`config.mk`:
```
export PLATFORM = sky130hd
export DESIGN_NAME = f8_mem_arbiter
export DESIGN_NICKNAME = d
export VERILOG_FILES = /design/src/rtl/f8_mem_arbiter.sv
export SDC_FILE = /design/constraint.sdc
export NUM_CORES = 1
export LEC_CHECK = 0
export ABC_AREA = 1
export ABC_CLOCK_PERIOD_IN_PS = 4550
export CORE_AREA = 8 8 164 120
export DETAILED_ROUTE_END_ITERATION = 8
export DIE_AREA = 0 0 172 128
export PLACE_DENSITY = 0.56
export REMOVE_ABC_BUFFERS = 1
export SYNTH_ARGS = -nofsm -noshare
export SYNTH_HDL_FRONTEND = slang
export SYNTH_SLANG_ARGS = --single-unit
```
`constraint.sdc`:
```
create_clock -name clk -period 4.55 [get_ports clk]
set_input_delay 0.455 -clock clk [delete_from_list [all_inputs] [get_ports clk]]
set_output_delay 0.455 -clock clk [all_outputs]
set_load 0.05 [all_outputs]
```
`src/rtl/f8_mem_arbiter.sv`:
```
// f8_mem_arbiter: shares one byte-wide synchronous-read memory between a
// 24-bit fetch port, a 16-bit data read port and a 16-bit data write port.
//
// Ports:
//   clk, reset (async, active-low)
//   i_req/i_addr    -> i_data[23:0]/i_valid  : 3-byte little-endian fetch
//   dr_req/dr_addr  -> dr_data[15:0]/dr_valid: 2-byte little-endian read
//   dw_req/dw_addr/dw_data -> dw_done        : 2-byte little-endian write
//   mem_addr/mem_wdata/mem_we, mem_rdata     : byte memory, 1-cycle read
//   busy                                     : not IDLE
module f8_mem_arbiter #(
  parameter int ADDR_W     = 16,
  parameter int STARVE_MAX = 4
) (
  input  logic              clk,
  input  logic              reset,
  input  logic              i_req,
  input  logic [ADDR_W-1:0] i_addr,
  output logic [23:0]       i_data,
  output logic              i_valid,
  input  logic              dr_req,
  input  logic [ADDR_W-1:0] dr_addr,
  output logic [15:0]       dr_data,
  output logic              dr_valid,
  input  logic              dw_req,
  input  logic [ADDR_W-1:0] dw_addr,
  input  logic [15:0]       dw_data,
  output logic              dw_done,
  output logic [ADDR_W-1:0] mem_addr,
  input  logic [7:0]        mem_rdata,
  output logic [7:0]        mem_wdata,
  output logic              mem_we,
  output logic              busy
);

  localparam int SW = $clog2(STARVE_MAX + 1);

  typedef enum logic [2:0] {
    IDLE,
    FETCH,
    DREAD,
    DWRITE,
    CAPTURE
  } state_e;

  state_e            state_q, state_d;
  logic [1:0]        cnt_q, cnt_d;
  logic [SW-1:0]     starve_q, starve_d;
  logic              fetch_q, fetch_d;
  logic [15:0]       buf_q, buf_d;
  logic [15:0]       wdata_q, wdata_d;
  logic [ADDR_W-1:0] addr_q, addr_d;
  logic [23:0]       i_data_q, i_data_d;
  logic [15:0]       dr_data_q, dr_data_d;
  logic              i_valid_q, i_valid_d;
  logic              dr_valid_q, dr_valid_d;
  logic              dw_done_q, dw_done_d;

  logic              force_f;
  logic              gnt_f;
  logic              gnt_d;
  logic [1:0]        last;

  always_ff @(posedge clk or negedge reset) begin
    if (!reset) begin
      state_q    <= IDLE;
      cnt_q      <= '0;
      starve_q   <= '0;
      fetch_q    <= 1'b0;
      buf_q      <= '0;
      wdata_q    <= '0;
      addr_q     <= '0;
      i_data_q   <= '0;
      dr_data_q  <= '0;
      i_valid_q  <= 1'b0;
      dr_valid_q <= 1'b0;
      dw_done_q  <= 1'b0;
    end else begin
      state_q    <= state_d;
      cnt_q      <= cnt_d;
      starve_q   <= starve_d;
      fetch_q    <= fetch_d;
      buf_q      <= buf_d;
      wdata_q    <= wdata_d;
      addr_q     <= addr_d;
      i_data_q   <= i_data_d;
      dr_data_q  <= dr_data_d;
      i_valid_q  <= i_valid_d;
      dr_valid_q <= dr_valid_d;
      dw_done_q  <= dw_done_d;
    end
  end

  always_comb begin
    state_d    = state_q;
    cnt_d      = cnt_q;
    starve_d   = starve_q;
    fetch_d    = fetch_q;
    buf_d      = buf_q;
    wdata_d    = wdata_q;
    addr_d     = addr_q;
    i_data_d   = i_data_q;
    dr_data_d  = dr_data_q;
    i_valid_d  = 1'b0;
    dr_valid_d = 1'b0;
    dw_done_d  = 1'b0;
    force_f    = 1'b0;
    gnt_f      = 1'b0;
    gnt_d      = 1'b0;
    // index of the last address cycle: 2 for fetch, 1 for data read
    last       = fetch_q ? 2'd2 : 2'd1;

    unique case (state_q)
      IDLE: begin
        cnt_d   = '0;
        force_f = i_req &&
                  (starve_q == SW'(STARVE_MAX));
        if (force_f) begin
          gnt_f = 1'b1;
        end else if (dw_req) begin
          gnt_d   = 1'b1;
          state_d = DWRITE;
          addr_d  = dw_addr;
          wdata_d = dw_data;
        end else if (dr_req) begin
          gnt_d   = 1'b1;
          state_d = DREAD;
          addr_d  = dr_addr;
          fetch_d = 1'b0;
        end else if (i_req) begin
          gnt_f = 1'b1;
        end

        if (gnt_f) begin
          state_d  = FETCH;
          addr_d   = i_addr;
          fetch_d  = 1'b1;
          starve_d = '0;
        end else if (gnt_d) begin
          if (!i_req) begin
            starve_d = '0;
          end else if (starve_q < SW'(STARVE_MAX)) begin
            starve_d = starve_q + SW'(1);
          end
        end
      end

      FETCH, DREAD: begin
        // mem_rdata carries the byte addressed one cycle earlier
        if (cnt_q == 2'd1) buf_d[7:0]  = mem_rdata;
        if (cnt_q == 2'd2) buf_d[15:8] = mem_rdata;
        if (cnt_q == last) begin
          state_d = CAPTURE;
        end else begin
          cnt_d  = cnt_q + 2'd1;
          addr_d = addr_q + ADDR_W'(1);
        end
      end

      CAPTURE: begin
        // final byte is merged straight from the memory bus
        state_d = IDLE;
        if (fetch_q) begin
          i_data_d  = {mem_rdata, buf_q};
          i_valid_d = 1'b1;
        end else begin
          dr_data_d  = {mem_rdata, buf_q[7:0]};
          dr_valid_d = 1'b1;
        end
      end

      DWRITE: begin
        if (cnt_q == 2'd0) begin
          cnt_d  = 2'd1;
          addr_d = addr_q + ADDR_W'(1);
        end else begin
          state_d   = IDLE;
          dw_done_d = 1'b1;
        end
      end

      default: begin
        state_d = IDLE;
      end
    endcase
  end

  always_comb begin
    mem_we    = (state_q == DWRITE);
    mem_wdata = 8'h00;
    if (mem_we) begin
      mem_wdata = (cnt_q == 2'd0) ? wdata_q[7:0]
                                  : wdata_q[15:8];
    end
  end

  assign mem_addr = addr_q;
  assign busy     = (state_q != IDLE);
  assign i_data   = i_data_q;
  assign i_valid  = i_valid_q;
  assign dr_data  = dr_data_q;
  assign dr_valid = dr_valid_q;
  assign dw_done  = dw_done_q;

endmodule

```
Yosys cells after proc, flatten, opt, wreduce, memory -nomap -nowiden
Index checks and enable logic that the tools add are counted.
- mux-type cells: 43
- reduce and logical (&&, ||, !) cells: 18
- add/subtract/negate cells: 3
- bitwise operators: 2
- eq/ne operators: 17
- magnitude comparators: 1
- operator list (operator ; number):
    16-bit 2-to-1 mux ; 6
    16-bit case mux with 3 select lines ; 1
    3-bit 2-to-1 mux ; 10
    1-bit 2-to-1 mux ; 19
    16-bit by 1-bit adder with 16-bit output, second input constant ; 1
    8-bit 2-to-1 mux ; 2
    3-bit case mux with 3 select lines ; 1
    3-bit AND reduction ; 3
    2-bit AND reduction ; 4
    4-bit AND reduction ; 2
    3-bit by 2-bit == test with 1-bit output, second input constant ; 2
    3-bit == test, second input constant ; 2
    2-bit 2-to-1 mux ; 3
    2-bit by 1-bit inequality test with 1-bit output, second input constant ; 3
    2-bit inequality test, second input constant ; 3
    2-bit case mux with 3 select lines ; 1
    3-bit nonzero test ; 2
    5-bit AND reduction ; 1
    4-bit inequality test, second input constant ; 1
    2-bit nonzero test ; 2
    3-bit by 1-bit adder with 3-bit output, second input constant ; 1
    3-bit by 1-bit == test with 1-bit output, second input constant ; 1
    3-bit zero test ; 1
    3-bit less-than comparator, second input constant ; 1
    other kinds (10) ; 11
- output and inout port bits: 69
- bits in registers: 100

Longest topological paths before layout
Gate-level depths: netlist of run 1.
- depth after elaboration: 7
- gate-level depth with buffers: 11
- depth with buffers taken out: 11

Worst setup path before layout of run 1
No wires, ideal clock.
- kind: register to output
- start point: register state_q[2]
- end point: output port mem_wdata[0]
- cell stages (with the launch flop): 6
- path slack: 2.295 ns
- buffers on the path: 0
- data required time: 4.095 ns
- arrival time: 1.800 ns
- cells stage by stage: dfrtp_1 nor2_1 nand2_1 clkinv_1 a22oi_1 inv_1
- cells in the longest elaborated chain, start to end: 2
- ends and longest elaborated chain (what ; line ; source):
    from (decl) ; 46 ; state_e state_q, state_d;
    from (signal assigned) ; 79 ; state_q <= state_d;
    3-bit by 2-bit == test with 1-bit output ; 189 ; mem_we = (state_q == DWRITE);
    named net mem_we ; 32 ; output logic mem_we,
    8-bit 2-to-1 mux ; 191 ; if (mem_we) begin
    to (decl) ; 31 ; output logic [7:0] mem_wdata,
The timed path passes the listed nets, and every way through them passes these cells.

Worst setup path after layout of run 1
- start point: register cnt_q[0]
- end point: output port mem_wdata[4]
- cells in the longest elaborated chain, start to end: 3
- ends and longest elaborated chain (what ; line ; source):
    from (decl) ; 47 ; logic [1:0] cnt_q, cnt_d;
    from (signal assigned) ; 80 ; cnt_q <= cnt_d;
    2-bit zero test ; 192 ; mem_wdata = (cnt_q == 2'd0) ? wdata_q[7:0]
    8-bit 2-to-1 mux ; 192 ;
    8-bit 2-to-1 mux ; 191 ;
Every way passes these cells.

==> results of run 1 <==
[kinds of logic (layout without fill, tap and decap cells)]
kind of cell | count (synthesis) | count (layout) | share of synthesized area
DFF | 100 | 100 | 0.499
muxes | 16 | 16 | 0.0359
adders and majority gates | 6 | 6 | 0.0150
xor gates and xnor gates | 2 | 2 | 0.00349
buffers and inverters | 93 | 236 | 0.0799
and+or+nand+nor | 315 | 315 | 0.265
AOI/OAI and AO/OA | 94 | 94 | 0.102
[per-layer routing]
metal | wire, um | GRT usage | up-vias
met1 | 7310 | 0.186 | 1972
met5 | 0 | 0 | -
met4 | 73 | 0.0243 | 0
met3 | 1190 | 0.0514 | 7
li1 | - | - | 2268
met2 | 5790 | 0.191 | 113
[path summary, 6_finish.rpt]
check | to | from | cells past startpoint
setup / recovery | mem_wdata[4] | cnt_q[0]$_DFFE_PN0P_ | 7
hold / removal | dr_data[3]$_DFFE_PN0P_ | reset | 1
setup reg to reg | mem_addr[11]$_DFFE_PN0P_ | state_q[2]$_DFFE_PN0P_ | 8
hold reg to reg | i_data[15]$_DFFE_PN0P_ | i_data[15]$_DFFE_PN0P_ | 2
max in group asynchronous | buf_q[14]$_DFFE_PN0P_ | reset | 2
min in group clk | i_data[15]$_DFFE_PN0P_ | i_data[15]$_DFFE_PN0P_ | 2
[state kept, by name (all words and copies together) (netlist names)]
| signal | count |
|---|---|
| buf_q | 16 |
| cnt_q | 2 |
| dr_data | 16 |
| dr_valid | 1 |
| dw_done | 1 |
| fetch_q | 1 |
| i_data | 24 |
| i_valid | 1 |
| mem_addr | 16 |
| starve_q | 3 |
| state_q | 3 |
| wdata_q | 16 |
[per-stage QoR]
step	util	setup slack (ps)	instances	power, mW	instance area (sq um)
after floorplan	-	2300	606	3.62	4890
after global placement	0.384	1860	989	4.62	6650
after global routing	0.402	1140	1005	5.81	6970
final	0.402	1390	1005	5.39	6970
after detailed placement	0.384	1730	989	4.65	6650
after CTS	0.402	1330	1005	5.47	6970
[worst register-to-register path, stage by stage, from the launching register on]
cell     delay (ps)
dfrtp_1         440
inv_2           110
nand2_2         240
inv_1           600
nor2_1          120
nand2_1         100
nand2_1          50
nand2_1          50
nand2_1          40
[cell type report]
cell class | count | area share
clock buffer | 9 | 0.0323
clock inverter | 7 | 0.0128
inverter | 73 | 0.0401
multi-input combinational | 433 | 0.303
sequential | 100 | 0.359
tap | 236 | 0.0424
timing repair buffer | 147 | 0.210
[power by group through the flow]
| stage | Sequential [mW] | Clock [mW] | Combinational [mW] |
|---|---|---|---|
| floorplan | 2.40 | 0 | 1.22 |
| global placement | 1.64 | 0 | 2.99 |
| detailed placement | 1.64 | 0 | 3.01 |
| CTS | 1.62 | 0.827 | 3.02 |
| global route | 1.69 | 0.857 | 3.26 |
| finish | 1.62 | 0.792 | 2.98 |
[placed cells by master, fill, tap and decap left out, drive strengths merged, types with 5 or more instances in the layout]
cell           synthesis  final
a21oi                  9      9
a22oi                  8      8
clkbuf                 4      9
clkdlybuf4s50          0    144
dfrtp                100    100
ha                     6      6
inv                   72     76
mux2                  16     16
nand2                226    226
nand3                 28     28
nand4                 11     11
nor2                  48     48
o211ai                 5      5
o21ai                 69     69
==> impl_metrics.json, run 1 <==
{
  "status": "completed",
  "antenna-diode-count": 0,
  "synth_top_area_cell": "dfrtp_1",
  "timing.max_cap.violations": 0,
  "num_vias": 4360,
  "combinationalPowerShare": 0.553,
  "cts-root-buf": "clkbuf_16",
  "numPortBuffers": 145,
  "synth_cells": 626,
  "ff_latch_area_sq_um": 2500,
  "yosysWarnings": 0,
  "finalSetupViolations": 0,
  "dp_hpwl_um": 10700,
  "tritoncts": "yes",
  "drtPass1Iterations": 4,
  "crit_slowest_cell": "clkdlybuf4s50_1",
  "grt.overflow.total": 0,
  "slew_viol_final": 0,
  "final_nets": 847,
  "drt_iter0_drc": 348,
  "pwr-share-clk": 0.147,
  "reg2reg_slack_ps": 2680,
  "seq_power_share": 0.301,
  "grt_pass1_wl_um": 23000,
  "grt_max_degree": 70,
  "antenna_found_initial": 0,
  "ys_seq_elements": 100,
  "p_switching_mw": 2.69,
  "synth_top_cell_area_share": 0.499,
  "fin_skew_ps": 7.86,
  "place_congestion": 0.810,
  "syn_area_sq_um": 5010,
  "fin_crit_ps": 3160,
  "clkLatencyLatePin_ps": 360,
  "die_y_um": 128,
  "swShare": 0.499,
  "ant_nets": 0,
  "crit_type": "reg2out",
  "track_usage": 0.133,
  "final.setup.tns_ps": 0,
  "multi_input_area_sq_um": 2110,
  "pin_count": 146,
  "start_util": 0.289,
  "crit_path_max_incr_delay_ps": 800,
  "vdd_drop_max_mv": 0.305,
  "slew_headroom": 0.397,
  "dieWidth_um": 172,
  "via_per_inst": 4.34,
  "leakage_nw": 3.38,
  "crit_fanout": 9,
  "endpoint_kind": "output pin",
  "crit_required_ps": 4090,
  "yosysMostFrequentCell": "nand2_1",
  "cts_buffers": 9,
  "clock.fmax_ghz": 0.316,
  "worst_pin_slew_ps": 904,
  "yosysSeqAreaShare": 0.499,
  "post-cts-setup-buffers": 0,
  "rsz0062_at_grt": "false",
  "coreArea_sq_um": 17300,
  "crit_chain": "inv_1 > ha_1 > inv_1 > nor3_2 > a22oi_1 > inv_1 > clkdlybuf4s50_1",
  "synth_cell_types": 28,
  "hold_viol": 0,
  "drc_errors": 0,
  "synth_common_cells": "nand2_1 (219), dfrtp_1 (100), o21ai_0 (67)",
  "routed_wl_um": 14400,
  "clock-sinks": 100,
  "synth_edf_count": 0,
  "path_buf_inv": 4,
  "grt_pass1_vias": 4311,
  "post_drt_wl_per_cell_um": 14.3,
  "dieArea_sq_um": 22000,
  "cp-start-kind": "flip-flop",
  "period_share": 0.695,
  "hold_class": "in2async",
  "powerDensity_nw_per_um2": 774,
  "row_count": 41,
  "ys_top_cells_by_area": "dfrtp_1 (50%), nand2_1 (16%), o21ai_0 (6.7%)",
  "cts.repair.resized": 0,
  "cts_hold_buf": 0,
  "hold_slack_ps": 215,
  "ctsLongestPathBuffers": 2,
  "n_fill_cell": 1786,
  "synth_ff_type": "dfrtp_1",
  "avgSynthCellArea_sq_um": 8.01,
  "syn_to_final_growth_pct": 38.9,
  "async_reset_ff_frac": 1.00,
  "cts.clk_slew.worst_paths_ps": 80,
  "cp_common_cell": "inv_1",
  "layout-drive-gt1-share": 0.0702,
  "cell_internal_pwr_mw": 2.70,
  "h-tree-depth": 3,
  "path_delay_family": "buffers and inverters",
  "crit_arrival_ps": 2710
}
Note: power is estimated with default switching activity, not from simulation.
==> run 2, diff against run 1 <==
ABC_CLOCK_PERIOD_IN_PS = 2700   (was 4550)
PLACE_DENSITY = 0.58   (was 0.56)
clock period = 2.7 ns   (was 4.55 ns; I/O delays follow)
==> run 2 against run 1 <==
Design area about the same. Critical path depth is the same. Clock-buffer cell count up 3. Highest routed layer unchanged. Largest power group unchanged.
==> impl_metrics.json, run 2 (synthesis results as in run 1) <==
{
  "status": "completed",
  "ant_nets": 0,
  "slew_headroom": 0.425,
  "place_congestion": 0.835,
  "hold_viol": 0,
  "crit_type": "reg2out",
  "largest_register_ffs": 24,
  "crit_slowest_cell": "nor3_2",
  "slew_viol_final": 0,
  "cts.clk_slew.worst_paths_ps": 70,
  "grt_max_degree": 43,
  "final_cell_mix": "nand2_1 (219), clkdlybuf4s50_1 (136), dfrtp_1 (100)",
  "pwr-share-clk": 0.138,
  "vdd_drop_max_mv": 0.621,
  "crit_arrival_ps": 2170,
  "fin_crit_ps": 2440,
  "hold_class": "in2async",
  "dieArea_sq_um": 22000,
  "grt.overflow.total": 0,
  "grt_pass1_vias": 4237,
  "cell_internal_pwr_mw": 4.59,
  "cp_common_cell": "inv_1",
  "seq_power_share": 0.302,
  "clock-sinks": 100,
  "crit_chain": "inv_1 > ha_1 > inv_1 > nor3_2 > a22oi_1 > inv_1 > buf_4",
  "timing.max_cap.violations": 0,
  "antenna-diode-count": 0,
  "post_drt_wl_per_cell_um": 13.8,
  "routed_wl_um": 13900,
  "finalSetupViolations": 0,
  "cts-root-buf": "clkbuf_16",
  "drtPass1Iterations": 4,
  "start_util": 0.289,
  "path_delay_family": "simple AND/OR/NAND/NOR gates",
  "crit_path_max_incr_delay_ps": 550,
  "pin_count": 146,
  "tritoncts": "yes",
  "p_switching_mw": 4.41,
  "layout-drive-gt1-share": 0.0840,
  "drc_errors": 0,
  "h-tree-depth": 3,
  "final_util": 0.402,
  "fin_skew_ps": 7.04,
  "swShare": 0.490,
  "syn_to_final_growth_pct": 39.1,
  "ctsLongestPathBuffers": 2,
  "grt_pass1_wl_um": 22300,
  "numPortBuffers": 145,
  "period_share": 0.902,
  "row_count": 41,
  "final_nets": 852,
  "post-cts-setup-buffers": 0,
  "clock.fmax_ghz": 0.411,
  "num_vias": 4359,
  "drt_iter0_drc": 364,
  "cts.repair.resized": 0,
  "track_usage": 0.129,
  "crit_fanout": 9,
  "worst_pin_slew_ps": 862,
  "rsz0062_at_grt": "false",
  "endpoint_kind": "output pin",
  "antenna_found_initial": 0,
  "via_per_inst": 4.32,
  "dp_hpwl_um": 10600,
  "finalWorstSetupSlack_ps": 264,
  "coreArea_sq_um": 17300,
  "total_power_mw": 9.01,
  "crit_required_ps": 2430,
  "powerDensity_nw_per_um2": 1290,
  "path_buf_inv": 4,
  "cp-start-kind": "flip-flop",
  "dieWidth_um": 172,
  "final.setup.tns_ps": 0,
  "cts_buffers": 9,
  "final_common_cell": "nand2_1",
  "combinationalPowerShare": 0.560,
  "clkLatencyLatePin_ps": 350,
  "leakage_nw": 3.41,
  "die_y_um": 128,
  "n_fill_cell": 1809,
  "dp_slack_ps": 535
}
## run 2: cell types whose count changed in the layout (fill, tap and decap cells not counted), sizes merged
cell / before / now
clkbuf: 9 / 12
clkinvlp: 0 / 2
inv: 76 / 73
clkdlybuf4s50: 144 / 136
buf: 3 / 15
clkinv: 4 / 2
dlygate4sd3: 0 / 1
## run 2: worst register-to-register path, cell delays in order, from the launching register on
cell and delay, ps:
dfrtp_1 450, ha_1 230, nand2_1 90, nor2_1 490, nand2_1 160, o21bai_1 150
nand3_1 80, nand2_1 70, nand2_1 50, nand2_1 50
## run 2: power by group through the flow
stage | Combinational (mW) | Clock, mW | Sequential, mW
floorplan | 2.06 | 0 | 4.04
global placement | 5.05 | 0 | 2.75
global route | 5.55 | 1.34 | 2.83
CTS | 5.12 | 1.30 | 2.73
finish | 5.04 | 1.24 | 2.72
detailed placement | 5.10 | 0 | 2.75
## run 2: layout make-up
cell class / count / area, sq um / share of cell area
clock buffer: 12 / 256 / 0.0368
clock inverter: 4 / 31.3 / 0.00449
inverter: 73 / 279 / 0.0400
multi-input combinational: 433 / 2110 / 0.303
sequential: 100 / 2500 / 0.359
tap: 236 / 295 / 0.0424
timing repair buffer: 152 / 1500 / 0.215
## run 2: timing repair
action	in CTS	in global routing
setup endpoints to repair	0	0
hold endpoints to repair	20	0
hold buffers	1	0
## run 2: worst paths after layout
path | startpoint | to | slack (ps) | depth (start not counted)
max | cnt_q[0]$_DFFE_PN0P_ | mem_wdata[7] | 260 | 7
min reg2reg | buf_q[14]$_DFFE_PN0P_ | i_data[14]$_DFFE_PN0P_ | 460 | 2
max in group asynchronous | reset | buf_q[14]$_DFFE_PN0P_ | 1570 | 3
min | reset | dr_data[7]$_DFFE_PN0P_ | 350 | 2
min in group clk | buf_q[14]$_DFFE_PN0P_ | i_data[14]$_DFFE_PN0P_ | 460 | 2
max reg2reg | mem_addr[0]$_DFFE_PN0P_ | mem_addr[10]$_DFFE_PN0P_ | 830 | 9
## run 2: per-stage QoR
step,hold slack (ps),area (sq um),cells
after floorplan,-25.6,4890,606
after global placement,178,6670,993
after detailed placement,181,6670,993
after CTS,348,6970,1010
after global routing,362,6970,1010
final,350,6970,1010
## run 2: layer usage
metal	wire [um]	GRT usage	share of wire	vias up
met5	0	0	0	-
met4	150	0.0329	0.011	0
met3	1260	0.0477	0.090	13
met2	5640	0.181	0.40	106
met1	6900	0.181	0.49	1966
li1	-	-	-	2274
==> run 3, diff against run 2 <==
ABC_CLOCK_PERIOD_IN_PS = 3100   (was 2700)
PLACE_DENSITY = 0.56   (was 0.58)
clock period = 3.1 ns   (was 2.7 ns; I/O delays follow)
==> run 3 against run 2 <==
Clock skew shrank 1.2 ps. Final cell count shrank 0.30%. Total power shrank 12%. Clock power shrank 4%. Sequential power shrank 13%. Sequential share of layout area shrank 0.17 points. Flip-flop and latch count is the same.
==> impl_metrics.json, run 3 (synthesis results as in run 1) <==
{
  "cell_internal_pwr_mw": 4.05,
  "final.setup.tns_ps": 0,
  "cts-root-buf": "clkbuf_16",
  "crit_required_ps": 2790,
  "total_power_mw": 7.95,
  "grt.overflow.total": 0,
  "cts_buffers": 9,
  "grt_pass1_wl_um": 22700,
  "via_per_inst": 4.33,
  "leakage_nw": 3.40,
  "hold_class": "reg2reg",
  "dp_hpwl_um": 10600,
  "clock-sinks": 100,
  "combinationalPowerShare": 0.551,
  "grt_max_degree": 53,
  "ant_nets": 0,
  "setup.worst_path.start": "cnt_q[0]$_DFFE_PN0P_",
  "met3_usage": 0.0462,
  "post-cts-setup-buffers": 0,
  "slew_headroom": 0.390,
  "worst_pin_slew_ps": 914,
  "clock.fmax_ghz": 0.347,
  "seq_power_share": 0.300,
  "p_switching_mw": 3.89,
  "status": "completed",
  "vdd_drop_max_mv": 0.615,
  "grt_pass1_vias": 4254,
  "n_fill_cell": 1784,
  "layout-drive-gt1-share": 0.0713,
  "grt_use_met2": 0.184,
  "crit_fanout": 9,
  "rsz0062_at_grt": "false",
  "antenna_found_initial": 0,
  "antenna-diode-count": 0,
  "finalWorstSetupSlack_ps": 218,
  "finalSetupViolations": 0,
  "dp_slack_ps": 380,
  "start_util": 0.289,
  "drtPass1Iterations": 4,
  "dieWidth_um": 172,
  "rr_startpoint": "state_q[2]$_DFFE_PN0P_",
  "endpoint_kind": "output pin",
  "ff_latch_area_sq_um": 2500,
  "drc_errors": 0,
  "fin_crit_ps": 2880,
  "num_vias": 4362,
  "routed_wl_um": 14100,
  "clkLatencyLatePin_ps": 350,
  "hold_slack_ps": 474,
  "global_route.usage.met1": 0.187,
  "timing.max_cap.violations": 0,
  "cp-start-kind": "flip-flop",
  "coreArea_sq_um": 17300,
  "h-tree-depth": 3,
  "pin_count": 146,
  "final_cell_mix": "nand2_1 (219), clkdlybuf4s50_1 (144), dfrtp_1 (100)",
  "fin_skew_ps": 5.83,
  "die_y_um": 128,
  "powerDensity_nw_per_um2": 1130,
  "row_count": 41,
  "post_drt_wl_per_cell_um": 14.0,
  "syn_to_final_growth_pct": 39.7,
  "worst_hold_startpoint": "i_data[15]$_DFFE_PN0P_",
  "drt_iter0_drc": 338,
  "cts.clk_slew.worst_paths_ps": 70,
  "dieArea_sq_um": 22000,
  "tritoncts": "yes",
  "pwr-share-clk": 0.150,
  "numPortBuffers": 145,
  "track_usage": 0.131,
  "crit_type": "reg2out",
  "crit_arrival_ps": 2570,
  "ctsLongestPathBuffers": 2,
  "largest_register_ffs": 24,
  "period_share": 0.930,
  "final_common_cell": "nand2_1",
  "hold_viol": 0,
  "final_nets": 849,
  "multi_input_area_sq_um": 2120,
  "busiest_layer": "met1",
  "swShare": 0.490,
  "place_congestion": 0.804,
  "slew_viol_final": 0
}
-- run 3: changes by cell type in the layout (fill, tap and decap cells not counted), sizes merged, moves of 2 or more --
cell	change
clkdlybuf4s50	+8
buf	-11
clkinv	+2
clkbuf	-2
clkinvlp	-2
-- run 3: area by class of cell --
cell class	count	area share
repair buffers	149	0.213
flip-flops and latches	100	0.357
clock buffers	10	0.0341
clock inverters	6	0.0113
well taps	236	0.0422
multi-input cells	433	0.302
inverters	73	0.0398
-- run 3: worst max-delay path: stages (launching register included) --
cell             delay [ps]
dfrtp_1                 420
inv_1                   130
ha_1                    160
inv_1                    80
nor3_4                  390
a22oi_1                 160
inv_1                    90
clkdlybuf4s50_1         810
-- run 3: repair_timing --
item,in CTS,in global routing
gates resized for setup,1,0
endpoints found under the hold margin,9,0
hold buffers,1,0
endpoints found under the setup margin,2,0
-- run 3: power groups by stage --
stage	registers (mW)	clock network, mW	logic, mW
3_3_place_gp	2.40	0	4.39
2_1_floorplan	3.52	0	1.79
5_1_grt	2.47	1.28	4.82
3_5_place_dp	2.40	0	4.43
6_report	2.38	1.19	4.38
4_1_cts	2.38	1.24	4.44
-- run 3: per-layer routing --
layer  part of all wire  routed length [um]
met1               0.51                7150
met2               0.40                5660
met3              0.084                1180
met4             0.0091                 129
met5                  0                   0
-- run 3: through the flow --
stage	instance area, sq um	util	cells
detailed placement	6670	0.385	990
finish	7010	0.404	1007
global placement	6670	0.385	990
floorplan	4890	-	606
CTS	7010	0.404	1007
global route	7010	0.404	1007
-- run 3: final timing paths --
kind / endpoint / slack (ps) / depth (start not counted)
setup / recovery: mem_wdata[5] / 220 / 7
hold / removal: i_data[15]$_DFFE_PN0P_ / 470 / 2
setup reg to reg: cnt_q[0]$_DFFE_PN0P_ / 1170 / 5
hold reg to reg: i_data[15]$_DFFE_PN0P_ / 470 / 2
max in group asynchronous: starve_q[1]$_DFFE_PN0P_ / 1850 / 3
min in group asynchronous: dr_data[3]$_DFFE_PN0P_ / 530 / 2
